**src/rtl/axi_dma_2d_issuer.sv**
```systemverilog
// 2D DMA job issuer: turns one (row length x repetitions) job into one backend
// burst request per row, then reports completion once every row has finished.
module axi_dma_2d_issuer #(
  parameter int unsigned AddrWidth      = 32,
  parameter int unsigned IdWidth        = 4,
  parameter int unsigned RepWidth       = 32,
  parameter int unsigned JobIdWidth     = 8,
  parameter int unsigned MaxOutstanding = 16,
  localparam int unsigned ReqWidth      = IdWidth + 3 * AddrWidth + 15
) (
  input  logic                  clk_i,
  input  logic                  rst_ni,
  input  logic                  job_valid_i,
  output logic                  job_ready_o,
  input  logic [AddrWidth-1:0]  job_src_i,
  input  logic [AddrWidth-1:0]  job_dst_i,
  input  logic [AddrWidth-1:0]  job_num_bytes_i,
  input  logic [AddrWidth-1:0]  job_src_stride_i,
  input  logic [AddrWidth-1:0]  job_dst_stride_i,
  input  logic [RepWidth-1:0]   job_num_reps_i,
  input  logic [IdWidth-1:0]    job_axi_id_i,
  input  logic [3:0]            job_cache_src_i,
  input  logic [3:0]            job_cache_dst_i,
  input  logic                  job_decouple_rw_i,
  input  logic                  job_deburst_i,
  output logic [JobIdWidth-1:0] job_id_o,
  output logic [ReqWidth-1:0]   burst_req_o,
  output logic                  burst_valid_o,
  input  logic                  burst_ready_i,
  input  logic                  trans_complete_i,
  output logic                  job_done_o,
  output logic [JobIdWidth-1:0] job_done_id_o,
  output logic                  busy_o
);

  localparam int unsigned CntWidth = $clog2(MaxOutstanding + 1);
  localparam logic [CntWidth-1:0] MaxCnt = CntWidth'(MaxOutstanding);

  // Handshake rule for both job and burst ports: a transfer happens on a rising
  // clock edge where valid and ready are both high; valid never waits on ready
  // and, once raised, valid and its payload hold until that edge.
  typedef enum logic [1:0] {IDLE, ISSUE, DRAIN, DONE} state_e;

  // Field order of burst_req_o, MSB first.
  typedef struct packed {
    logic [IdWidth-1:0]   id;
    logic [AddrWidth-1:0] src;
    logic [AddrWidth-1:0] dst;
    logic [AddrWidth-1:0] num_bytes;
    logic [3:0]           cache_src;
    logic [3:0]           cache_dst;
    logic [1:0]           burst_src;
    logic [1:0]           burst_dst;
    logic                 decouple_rw;
    logic                 deburst;
    logic                 serialize;
  } burst_req_t;

  state_e state_q, state_d;

  logic [IdWidth-1:0]    id_q;
  logic [AddrWidth-1:0]  src_q, dst_q, num_bytes_q, src_stride_q, dst_stride_q;
  logic [RepWidth-1:0]   rem_q;
  logic [3:0]            cache_src_q, cache_dst_q;
  logic                  decouple_q, deburst_q;
  logic [JobIdWidth-1:0] job_id_q, done_id_q;
  logic [CntWidth-1:0]   out_q, out_d;

  logic       job_hs, burst_hs, comp, zero_job;
  burst_req_t req;

  assign job_hs   = job_valid_i && job_ready_o;
  assign burst_hs = burst_valid_o && burst_ready_i;
  assign comp     = trans_complete_i && (out_q != '0);
  assign zero_job = (job_num_reps_i == '0) || (job_num_bytes_i == '0);

  always_comb begin
    out_d = out_q;
    if (burst_hs && !comp) out_d = out_q + CntWidth'(1);
    else if (!burst_hs && comp) out_d = out_q - CntWidth'(1);
  end

  always_ff @(posedge clk_i or negedge rst_ni) begin
    if (!rst_ni) state_q <= IDLE;
    else         state_q <= state_d;
  end

  // DRAIN looks at the next count so DONE follows the final completion directly.
  always_comb begin
    state_d = state_q;
    case (state_q)
      IDLE:    if (job_hs) state_d = zero_job ? DONE : ISSUE;
      ISSUE:   if (burst_hs && (rem_q == RepWidth'(1))) state_d = DRAIN;
      DRAIN:   if (out_d == '0) state_d = DONE;
      DONE:    state_d = IDLE;
      default: state_d = IDLE;
    endcase
  end

  always_comb begin
    job_ready_o   = (state_q == IDLE);
    burst_valid_o = (state_q == ISSUE) && (out_q < MaxCnt);
    job_done_o    = (state_q == DONE);
    busy_o        = (state_q != IDLE) || (out_q != '0);
  end

  always_ff @(posedge clk_i or negedge rst_ni) begin
    if (!rst_ni) begin
      id_q         <= '0;
      src_q        <= '0;
      dst_q        <= '0;
      num_bytes_q  <= '0;
      src_stride_q <= '0;
      dst_stride_q <= '0;
      rem_q        <= '0;
      cache_src_q  <= '0;
      cache_dst_q  <= '0;
      decouple_q   <= 1'b0;
      deburst_q    <= 1'b0;
      job_id_q     <= '0;
      done_id_q    <= '0;
      out_q        <= '0;
    end else begin
      if (job_hs) begin
        id_q         <= job_axi_id_i;
        src_q        <= job_src_i;
        dst_q        <= job_dst_i;
        num_bytes_q  <= job_num_bytes_i;
        src_stride_q <= job_src_stride_i;
        dst_stride_q <= job_dst_stride_i;
        rem_q        <= job_num_reps_i;
        cache_src_q  <= job_cache_src_i;
        cache_dst_q  <= job_cache_dst_i;
        decouple_q   <= job_decouple_rw_i;
        deburst_q    <= job_deburst_i;
        done_id_q    <= job_id_q;
        job_id_q     <= job_id_q + JobIdWidth'(1);
      end
      if (burst_hs) begin
        src_q <= src_q + src_stride_q;
        dst_q <= dst_q + dst_stride_q;
        rem_q <= rem_q - RepWidth'(1);
      end
      out_q <= out_d;
    end
  end

  // The request is zeroed outside ISSUE so idle/reset shows an all-zero bus.
  always_comb begin
    req = '0;
    if (state_q == ISSUE) begin
      req.id          = id_q;
      req.src         = src_q;
      req.dst         = dst_q;
      req.num_bytes   = num_bytes_q;
      req.cache_src   = cache_src_q;
      req.cache_dst   = cache_dst_q;
      req.burst_src   = 2'b01;
      req.burst_dst   = 2'b01;
      req.decouple_rw = decouple_q;
      req.deburst     = deburst_q;
      req.serialize   = 1'b1;
    end
  end

  assign burst_req_o   = req;
  assign job_id_o      = job_id_q;
  assign job_done_id_o = done_id_q;

  stray_complete_chk : assert property (@(posedge clk_i) disable iff (!rst_ni)
    !(trans_complete_i && (out_q == '0)))
    else $warning("trans_complete_i with no outstanding rows is ignored");

endmodule
```
**config.mk**
```make
export PLATFORM = sky130hd
export DESIGN_NAME = axi_dma_2d_issuer
export DESIGN_NICKNAME = d
export VERILOG_FILES = /design/src/rtl/axi_dma_2d_issuer.sv
export SDC_FILE = /design/constraint.sdc
export NUM_CORES = 1
export LEC_CHECK = 0
export BUFFER_PORTS_ARGS = -buffer_cell sky130_fd_sc_hd__buf_2
export CAP_MARGIN = 10
export CORE_UTILIZATION = 48
export DETAILED_ROUTE_END_ITERATION = 8
export PLACE_DENSITY = 0.75
export SLEW_MARGIN = 10
export SYNTH_ARGS = -nofsm -noshare
export SYNTH_HDL_FRONTEND = slang
export SYNTH_SLANG_ARGS = --single-unit
export TNS_END_PERCENT = 20
```
**constraint.sdc**
```tcl
create_clock -name clk_i -period 6.1 [get_ports clk_i]
set_input_delay 0.305 -clock clk_i [delete_from_list [all_inputs] [get_ports clk_i]]
set_output_delay 0.305 -clock clk_i [all_outputs]
set_load 0.1 [all_outputs]
```
==> impl_metrics.toml, run 1 <==
[worst_setup_path]
path_max_fanout = 5
critPathCaptureType = "register"
criticalPathCategory = "register to register"
critPathMaxStageDelay_ns = 0.68
crit_arrival_ns = 4.01
crit_top_cell = "nor4_1"
path_cells = "ha_1, fa_1, a21o_1, a21oi_2, o21ai_0, a221oi_1, o211ai_1, a41o_1, nor4_1, nor4_1, nor3_1"
cp_slowest_cell = "a221oi_1"
cp-start-kind = "register"
required_ns = 6.56
cp.buffers_inverters = 0
crit_family = "compound AO/OA/AOI/OAI gates"

[cts]
numCtsBuffers = 28
cts.clk_slew.worst_paths_ns = 0.06
root_buffer = "clkbuf_16"
htreeDepth = 1
clockBufferDepth = 3
cts_tree = "built"
clock_sinks = 229
clk_latency_ns = 0.55

[synth]
netlist_instances = 1749
synth-async-reset-ratio = 1.00
avgSynthCellArea_um2 = 8.00
synth-edff-count = 0
seq_area_frac_synth = 0.409
ys_seq_elements = 229
ys_types = 72
synth_flop_cell = "dfrtp_1"
yosys_warnings = 0
syn_area_um2 = 14000

[cells_and_area]
layout_commonest_cell = "nand2_1"
syn_to_final_growth_pct = 29.4
nNetsFinal = 2445
regArea_um2 = 5730
post_route_cells_drive_above_1_share = 0.191
multi_input_area_um2 = 7820
nFillCells = 2457
final_cell_mix = "nand2_1, buf_2, dfrtp_1, dlygate4sd3_1, and2_1"

[placement]
hpwl_mm = 28.5
place.gp.congestion = 0.923
place.port_buffers = 343

[run]
max_cap_viol_count = 0

[grt]
grt_usage = 0.284
antenna_found_initial = 8
grt_pass1_wl_mm = 70.3
grt_overflow_total = 0
grt_pass1_vias = 14298
grt_max_degree = 115

[timing]
fin_skew_ns = 0.0112
finalSetupViolations = 0
maxSlewViolCount = 0
rsz0062_at_grt = "false"
period_needed_ns = 3.55
fmaxAchievable_ghz = 0.282
period_share = 0.581
tns_ns = 0
worst_slew_pin_slew_ns = 1.07
slew_headroom = 0.283
finalHoldViolCount = 0

[floorplanning]
io_pins = 346
num_rows = 62
die_x_um = 173
die_y_um = 173
die_area_um2 = 29900
coreArea_um2 = 28700
start_util = 0.488

[detailed_routing]
vias_per_cell = 5.56
dr.pass1.iters = 5
wirelength_mm = 43.2
drtIter0Drc = 1193
drtAntennaViolNets = 0
wl_per_cell_um = 16.8
vias = 14320
drc = 0

[outcome]
status = "completed"

[worst_hold_path]
hp-class = "input pin to register"
==> kinds of logic (layout without fill, tap and decap cells) <==
family,after synthesis,after routing,synth area share
simple gates,919,919,0.292
compound gates,336,336,0.155
flops,229,229,0.409
buf+inv,123,554,0.0344
fa+ha+maj,75,75,0.0677
xor+xnor,61,61,0.0382
mux,5,5,0.00358
other cells,1,11,0.000268
==> routing by layer <==
| metal | routed length (µm) | track usage |
|---|---|---|
| met1 | 18100 | 0.360 |
| met2 | 20400 | 0.475 |
| met3 | 2690 | 0.0451 |
| met4 | 1910 | 0.138 |
| met5 | 0 | 0 |
==> through the flow <==
stage,std cells,utilization,instance area [µm²],hold WS [ns],setup WS (ns)
2_1_floorplan,1750,-,14000,0.00941,1.58
3_3_place_gp,2392,0.555,15900,0.396,2.77
6_report,2574,0.631,18100,0.0179,2.55
3_5_place_dp,2392,0.555,15900,0.399,2.62
4_1_cts,2565,0.630,18100,0.000137,2.59
5_1_grt,2573,0.631,18100,0.0163,2.38
==> final cells by class <==
type                       instances  share of cell area
multi-input combinational       1398               0.432
sequential                       229               0.316
inverter                          28             0.00580
antenna                            9             0.00124
tap                              384              0.0265
clock buffer                      39              0.0437
clock inverter                    11             0.00718
timing repair buffer             476               0.167
==> worst register-to-register path, cell delays in order, from the launching register on <==
cell      delay [ns]
dfrtp_1         0.39
ha_1            0.24
fa_1            0.41
a21o_1          0.21
a21oi_2         0.19
o21ai_0         0.11
a221oi_1        0.68
o211ai_1        0.28
a41o_1          0.31
nor4_1          0.32
nor4_1          0.12
nor3_1          0.21
==> worst paths after layout <==
kind / start / end / slack, ns / depth (start not counted)
setup / recovery: dst_q[0]$_DFFE_PN0P_ / dst_q[30]$_DFFE_PN0P_ / 2.55 / 11
hold / removal: job_num_reps_i[20] / rem_q[20]$_DFFE_PN0P_ / 0.02 / 3
setup reg to reg: dst_q[0]$_DFFE_PN0P_ / dst_q[30]$_DFFE_PN0P_ / 2.55 / 11
hold reg to reg: num_bytes_q[2]$_DFFE_PN0P_ / num_bytes_q[2]$_DFFE_PN0P_ / 0.47 / 2
max in group asynchronous: rst_ni / dst_q[16]$_DFFE_PN0P_ / 4.34 / 3
min in group asynchronous: rst_ni / rem_q[26]$_DFFE_PN0P_ / 0.36 / 2
==> synth_stat cells (17+ instances only) <==
library cell  number  area (µm²)
a21oi_1           94         470
nand4_1           17         106
and3_1            19         119
a21o_1            31         233
clkbuf_1          75         282
nor2_1           101         379
a31oi_1           54         338
inv_1             28         105
xnor2_1           44         385
and2_1           115         719
dfrtp_1          229        5730
ha_1              71         888
xor2_1            17         149
nor4_1            25         156
o21ai_0           55         275
nand3_1           20         100
nor3_1            22         110
nand2_1          566        2120
==> registers in the layout, indices dropped and copies added (netlist names), 5 cells and up <==
name,cells
dst_stride_q,32
src_q,32
job_done_id_o,8
out_q,5
job_id_o,8
src_stride_q,32
dst_q,32
rem_q,32
num_bytes_q,32
==> what timing repair did <==
| item | CTS | global route |
|---|---|---|
| resized for setup | 0 | 0 |
| hold endpoints to repair | 223 | 0 |
| endpoints found under the setup margin | 0 | 0 |
| setup buffers | 0 | 0 |
| hold buffers | 123 | 0 |
Power of run 1 is left out: the tool's default activity adds up to more than one toggle a clock period on the data nets, which glitch-free logic cannot reach.
==> run 2, diff against run 1 <==
PLACE_DENSITY = 0.78   (was 0.75)
clock period = 3 ns   (was 6.1 ns; I/O delays follow)
==> run 2 against run 1 <==
Compared with the run above:
- die area unchanged
- cell count increased by 4.2%
- critical path depth increased by 1
- non-clock buffer count increased by 110
- setup slack got worse by 2.5 ns
- critical path type unchanged
- largest cell class unchanged
- highest routed layer is now met5
==> impl_metrics.toml, run 2 (synthesis results as in run 1) <==
[placement]
hpwl_mm = 29.3
place.gp.congestion = 0.934
place_area_um2 = 16200
place.port_buffers = 343

[worst_setup_path]
path_cells = "ha_2, fa_2, a21o_1, a21oi_2, o21ai_0, a221oi_1, buf_4, o211ai_1, a41o_1, o21a_1, o21a_1, o31ai_1"
endpoint = "dst_q[28]$_DFFE_PN0P_"
path_max_fanout = 4
rr_worst_depth = 12
reg2reg_slack_ns = 0.08
crit_top_cell = "o21a_1"
crit_arrival_ns = 3.37
critPathMaxStageDelay_ns = 0.41
critPathCaptureType = "register"
r2r-start = "dst_q[0]$_DFFE_PN0P_"
reg2reg_to = "dst_q[28]$_DFFE_PN0P_"
crit_family = "compound AO/OA/AOI/OAI gates"
criticalPathCategory = "register to register"
cp.buffers_inverters = 1
cp_slowest_cell = "dfrtp_1"
required_ns = 3.44
cp-start-kind = "register"
crit_cells = 12
crit_start = "dst_q[0]$_DFFE_PN0P_"

[timing]
slew_headroom = 0.487
worst_slew_pin_slew_ns = 0.770
fin_skew_ns = 0.00871
period_needed_ns = 2.92
finalSetupViolations = 0
period_share = 0.974
rsz0062_at_grt = "true"
fmaxAchievable_ghz = 0.342
tns_ns = 0
finalHoldViolCount = 0
maxSlewViolCount = 0

[cts]
cts_tree = "built"
clk_latency_ns = 0.54
cts.clk_slew.worst_paths_ns = 0.07
root_buffer = "clkbuf_16"
numCtsBuffers = 26
htreeDepth = 1
clockBufferDepth = 3
clock_sinks = 229

[detailed_routing]
wl_per_cell_um = 17.3
vias = 14987
wirelength_mm = 46.3
drtIter0Drc = 1090
dr.pass1.iters = 5
vias_per_cell = 5.59
drc = 0
drtAntennaViolNets = 0

[floorplanning]
start_util = 0.488
die_y_um = 173
die_x_um = 173
die_area_um2 = 29900
coreArea_um2 = 28700
io_pins = 346
num_rows = 62

[grt]
grt_pass1_wl_mm = 75.3
antenna_found_initial = 10
grt_pass1_vias = 15250
grt_usage = 0.304
grt_max_degree = 115
grt_overflow_total = 0

[run]
max_cap_viol_count = 0

[outcome]
status = "completed"

[cells_and_area]
syn_to_final_growth_pct = 38.3
layout_commonest_cell = "nand2_1"
post_route_cells_drive_above_1_share = 0.201
finalInstanceArea_um2 = 19400
final_cell_mix = "nand2_1, buf_2, dfrtp_1, dlygate4sd3_1, and2_1"
nNetsFinal = 2553

[worst_hold_path]
hp-class = "input pin to register"
[run 2: final cells by class]
cell class,instances,area [µm²]
Fill cell,2197,9340
Multi-Input combinational cell,1398,7910
Sequential cell,229,5730
Timing Repair Buffer,586,4150
Clock buffer,31,721
Tap cell,384,480
Clock inverter,16,241
Inverter,28,105
Antenna cell,10,25.0
[run 2: through the flow]
step / util / std cells / hold WS, ns / setup WS [ns]
4_1_cts: 0.671 / 2671 / 0.00245 / 0.00157
3_5_place_dp: 0.566 / 2420 / 0.242 / 0.0221
3_3_place_gp: 0.566 / 2420 / 0.245 / 0.134
6_report: 0.675 / 2682 / 0.0241 / 0.0769
2_1_floorplan: - / 1750 / -0.146 / 0.0215
5_1_grt: 0.675 / 2681 / 0.0363 / -0.0548
[run 2: timing repair]
item                       CTS  global route
setup buffers                0             1
gates cloned                 0             0
resized for setup            1            15
setup endpoints to repair    1            48
hold endpoints to repair   295             0
hold buffers               204             0
pin swaps                    0             8
[run 2: worst reg2reg max path: cells and delay by family (launching register included)]
kind	cells	cell delay, ns
AOI/OAI and AO/OA	9	1.67
DFF	1	0.41
buffers and inverters	1	0.18
adders and majority gates	2	0.57
[run 2: worst min-delay path by stage]
stage,slack (ns),from,cells after the start,endpoint
after floorplan,-0.15,rst_ni,0,cache_dst_q[0]$_DFFE_PN0P_
after global placement,0.24,rst_ni,1,rem_q[29]$_DFFE_PN0P_
final,0.02,job_num_reps_i[1],4,rem_q[1]$_DFFE_PN0P_
after global routing,0.04,job_num_reps_i[1],4,rem_q[1]$_DFFE_PN0P_
after detailed placement,0.24,rst_ni,1,rem_q[28]$_DFFE_PN0P_
after CTS,0.002,job_num_reps_i[1],4,rem_q[1]$_DFFE_PN0P_
[run 2: metal layers]
metal  vias up  global-route usage  part of all wire
met5         -                   0           0.00028
li1       7011                   -                 -
met2       705               0.513              0.48
met1      7059               0.374              0.40
met4         2               0.170             0.056
met3       210              0.0464             0.060
Power of run 2 is left out for the same reason.
